==> config.mk <==
export PLATFORM = sky130hd
export DESIGN_NAME = rx_packet_parser
export DESIGN_NICKNAME = d
export VERILOG_FILES = /design/src/rtl/rx_packet_parser.sv
export SDC_FILE = /design/constraint.sdc
export NUM_CORES = 1
export LEC_CHECK = 0
export ABC_AREA = 1
export BUFFER_PORTS_ARGS = -buffer_cell sky130_fd_sc_hd__buf_4
export CAP_MARGIN = 25
export CORE_MARGIN = 1.5
export CORE_UTILIZATION = 45
export CTS_BUF_LIST = sky130_fd_sc_hd__clkbuf_4
export CTS_CLUSTER_DIAMETER = 120
export DETAILED_ROUTE_END_ITERATION = 8
export PLACE_DENSITY = 0.7
export REMOVE_ABC_BUFFERS = 1
export SLEW_MARGIN = 0
export SYNTH_ARGS = -nofsm -noshare
export SYNTH_HDL_FRONTEND = slang
export SYNTH_SLANG_ARGS = --single-unit
==> constraint.sdc <==
create_clock -name clk -period 3.6 [get_ports clk]
set_input_delay 0.9 -clock clk [delete_from_list [all_inputs] [get_ports clk]]
set_output_delay 0.9 -clock clk [all_outputs]
set_load 0.03 [all_outputs]
==> src/rtl/rx_packet_parser.sv <==
// Receive-side packet field splitter. Consumes assembled bytes from the RX shift
// register plus the EOP strobe, checks sync and PID, streams data bytes to the
// RX FIFO and reports packet completion or a sticky framing error.
module rx_packet_parser #(
  parameter logic [7:0]  SYNC_BYTE      = 8'h80,
  parameter int unsigned MAX_DATA_BYTES = 66,
  parameter int unsigned CNT_W          = 7
) (
  input  logic             clk,
  input  logic             rst,
  input  logic             byte_valid,
  input  logic [7:0]       rcv_byte,
  input  logic             eop,
  output logic [3:0]       rx_pid,
  output logic             pid_valid,
  output logic [7:0]       rx_data,
  output logic             data_strobe,
  output logic [CNT_W-1:0] byte_count,
  output logic             packet_done,
  output logic             rx_error,
  output logic             busy
);

  typedef enum logic [2:0] {
    StIdle,
    StPid,
    StData,
    StDone,
    StErr
  } state_e;

  localparam logic [CNT_W-1:0] MaxCount = CNT_W'(MAX_DATA_BYTES);
  localparam logic [CNT_W-1:0] CountOne = CNT_W'(1);

  state_e state_q;
  logic   pid_ok;
  logic   at_max;

  // PID byte carries its own check nibble: upper nibble is the complement of the lower.
  always_comb begin
    pid_ok = (rcv_byte[7:4] == ~rcv_byte[3:0]);
    at_max = (byte_count == MaxCount);
  end

  // Packet FSM; every output is a register updated in the same transition.
  always_ff @(posedge clk) begin
    if (rst) begin
      state_q     <= StIdle;
      rx_pid      <= 4'h0;
      pid_valid   <= 1'b0;
      rx_data     <= 8'h00;
      data_strobe <= 1'b0;
      byte_count  <= '0;
      packet_done <= 1'b0;
      rx_error    <= 1'b0;
    end else begin
      pid_valid   <= 1'b0;
      data_strobe <= 1'b0;
      packet_done <= 1'b0;
      unique case (state_q)
        StIdle: begin
          // eop is meaningless before a sync has been seen.
          if (byte_valid) begin
            if (rcv_byte == SYNC_BYTE) begin
              state_q    <= StPid;
              rx_error   <= 1'b0;
              byte_count <= '0;
            end else begin
              state_q  <= StErr;
              rx_error <= 1'b1;
            end
          end
        end
        StPid: begin
          // A PID arriving together with eop is a complete token/handshake packet.
          if (byte_valid) begin
            if (pid_ok) begin
              rx_pid    <= rcv_byte[3:0];
              pid_valid <= 1'b1;
              state_q   <= eop ? StDone : StData;
            end else begin
              state_q  <= StErr;
              rx_error <= 1'b1;
            end
          end else if (eop) begin
            state_q  <= StErr;
            rx_error <= 1'b1;
          end
        end
        StData: begin
          if (byte_valid) begin
            if (at_max) begin
              // Overflow wins over a coincident eop; the count stays at the limit.
              state_q  <= StErr;
              rx_error <= 1'b1;
            end else begin
              rx_data     <= rcv_byte;
              data_strobe <= 1'b1;
              byte_count  <= byte_count + CountOne;
              if (eop) begin
                state_q <= StDone;
              end
            end
          end else if (eop) begin
            state_q <= StDone;
          end
        end
        StDone: begin
          // byte_count is left intact for the controller to read.
          packet_done <= 1'b1;
          state_q     <= StIdle;
        end
        StErr: begin
          if (eop) begin
            state_q <= StIdle;
          end
        end
        default: begin
          state_q <= StIdle;
        end
      endcase
    end
  end

  // Busy whenever a packet (good or bad) is still being framed.
  always_comb begin
    busy = (state_q != StIdle);
  end

endmodule

==> impl_metrics.ini <==
[global_route]
globalRoute.totalOverflow = 0
grt_max_degree = 25
first_global_vias = 1253
grt.total_usage_pct = 20.6
antenna_found_initial = 0
grt_pass1_wl_mm = 5.35

[floorplanning]
io_pins = 36
core_sq_mm = 0.00273
die_height_um = 56.5
initial_utilization_pct = 47.1
die-area_sq_mm = 0.00319
fp.dieW_um = 56.5
num_rows = 19

[synthesis]
synth.top_cells.by_area = dfxtp_1 40%, nand2_1 13%, a21oi_1 9.7%
ys_seq_area_share_pct = 40.4
yosysUniqueCellTypes = 24
synth_area_sq_mm = 0.00129
yosysWarnings = 0
synth_top_area_share_pct = 40.4
yosys_register_bits = 26
synth_top_cell_by_area = dfxtp_1
post_synth.cell_area_avg_sq_um = 7.11
synth_cells = 181

[layout]
drive_gt1_share_pct = 24.0
final_cell_mix = 43 x nand2_1, 35 x buf_4, 26 x dfxtp_1, 25 x a21oi_1, 21 x nor2_1
fin_area_sq_mm = 0.00160
area_delta_synth_final_pct = 24.5
final_common_cell = nand2_1
nNetsFinal = 232
finish.utilization_pct = 58.6
n_antenna_cell = 0

[placed_design]
io_buffers = 35
place_ws_ps = 1520
gp_congestion = 0.896
dp_hpwl_mm = 2.23
place_area_sq_mm = 0.00158

[critical_path]
max_stage_delay_ps = 370
timing.critical_path.buf_inv = 1
crit_type = register to output port
slowest_stage = dfxtp_1
end_kind = output port
required_ps = 2700
crit_family = flip-flops
worst_ep_arrival_time_ps = 1120
worst_setup_path_start_kind = register
cp_cell_sequence = nor2_2, nand2_2, buf_4
critical_path_peak_fanout = 4

[timing]
skew_ps = 6.83
finalHoldViolCount = 0
whs_ps = 473
fin_ws_ps = 1580
fin_tns_setup_ps = 0
relSlewSlack_pct = 67.3
max_freq_mhz = 494
fin_crit_ps = 2020
maxSlewViolCount = 0
fin_crit_sh_pct = 56.2
rsz0062_at_grt = false
worstMarginPinSlew_ps = 489
finalSetupViolations = 0

[cts]
cts_hold_buffers = 0
clkSinkCount = 26
clk_latency_ps = 320
postCtsResizedCells = 0
clock_path_buffers = 2
cts_buffers = 3
tritoncts = yes
clk_pin_slew_ps = 150
root_buffer = clkbuf_4
htreeDepth = 1
cts_setup_buffers = 0

[detailed_routing]
drt-wirelength-per-cell_um = 12.1
route.detailed.drc = 0
finalWirelength_mm = 3.01
viasPerCell = 5.15
ant_nets = 0
vias = 1278
firstDrtPassIters = 4
drt_iter0_drc = 49

[power_and_ir_drop]
p_leak_nw = 0.710
power.density_mw_per_mm2 = 297
irDropWorstVdd_mv = 0.210

[job]
drv_cap = 0

[hold_path]
hold_class = register to register

[status]
status = finished, final reports clean
## path summary, 6_finish.rpt
path,endpoint,start,slack (ps),cells past startpoint
setup / recovery,busy,state_q[2],1580,3
setup reg to reg,rx_data[6],byte_count[0],1990,10
hold / removal,rx_pid[2],rx_pid[2],470,2
hold reg to reg,rx_pid[2],rx_pid[2],470,2
## per-stage QoR
step | cells | power, W
after floorplan | 178 | 0.000327
after CTS | 248 | 0.000478
after global placement | 244 | 0.000353
after global routing | 248 | 0.000498
after detailed placement | 244 | 0.000353
final | 248 | 0.000476
## cell usage after synthesis (all sizes together)
library cell  count
a21oi            26
a31oi             1
buf               1
clkbuf            2
dfxtp            26
ha                2
inv              18
nand2            48
nand3            19
nand4             3
nor2             24
nor3              1
nor4              1
o21ai             2
o21bai            1
xnor2             2
xor2              4
## registers in the layout, summed over array words and instances (netlist names)
name,count
byte_count,7
data_strobe,1
packet_done,1
pid_valid,1
rx_data,8
rx_error,1
rx_pid,4
state_q,3
## logic make-up (layout without fill, tap and decap cells)
logic type               count (synthesis)  count (layout)  share of synthesized area, %
AND/OR/NAND/NOR                         96              96                          34.2
AO/OA/AOI/OAI                           30              30                          13.1
adder cells (fa/ha/maj)                  2               2                          1.94
buffers and inverters                   21              57                          6.22
flip-flops                              26              26                          40.4
XOR/XNOR                                 6               6                          4.08
## final cells by class
type / instances / area [sq um]
flip-flops and latches: 26 / 520
clock inverters: 1 / 3.75
inverters: 18 / 67.6
repair buffers: 35 / 263
clock buffers: 3 / 22.5
fillers: 272 / 1130
multi-input cells: 134 / 687
well taps: 31 / 38.8
## metal layers
metal	global-route usage, %	routed length (um)	up-vias
met4	6.12	26	0
met3	2.76	120	4
li1	-	-	658
met5	0	0	-
met1	27.5	1510	583
met2	34.4	1360	33
## power by group
| group | internal [W] | switching (W) |
|---|---|---|
| logic | 0.0000202 | 0.0000349 |
| registers | 0.000290 | 0.00000220 |
| clock network | 0.0000406 | 0.0000875 |
| total | 0.000351 | 0.000125 |
## worst reg2reg max path: cells and delay by family (launching register included)
family                     cells  cell delay (ps)
and+or+nand+nor                5              490
AOI/OAI and AO/OA              1               60
buffers and inverters          3              320
adders and majority gates      1              210
DFF                            1              420
Note: power is estimated with default switching activity, not from simulation.
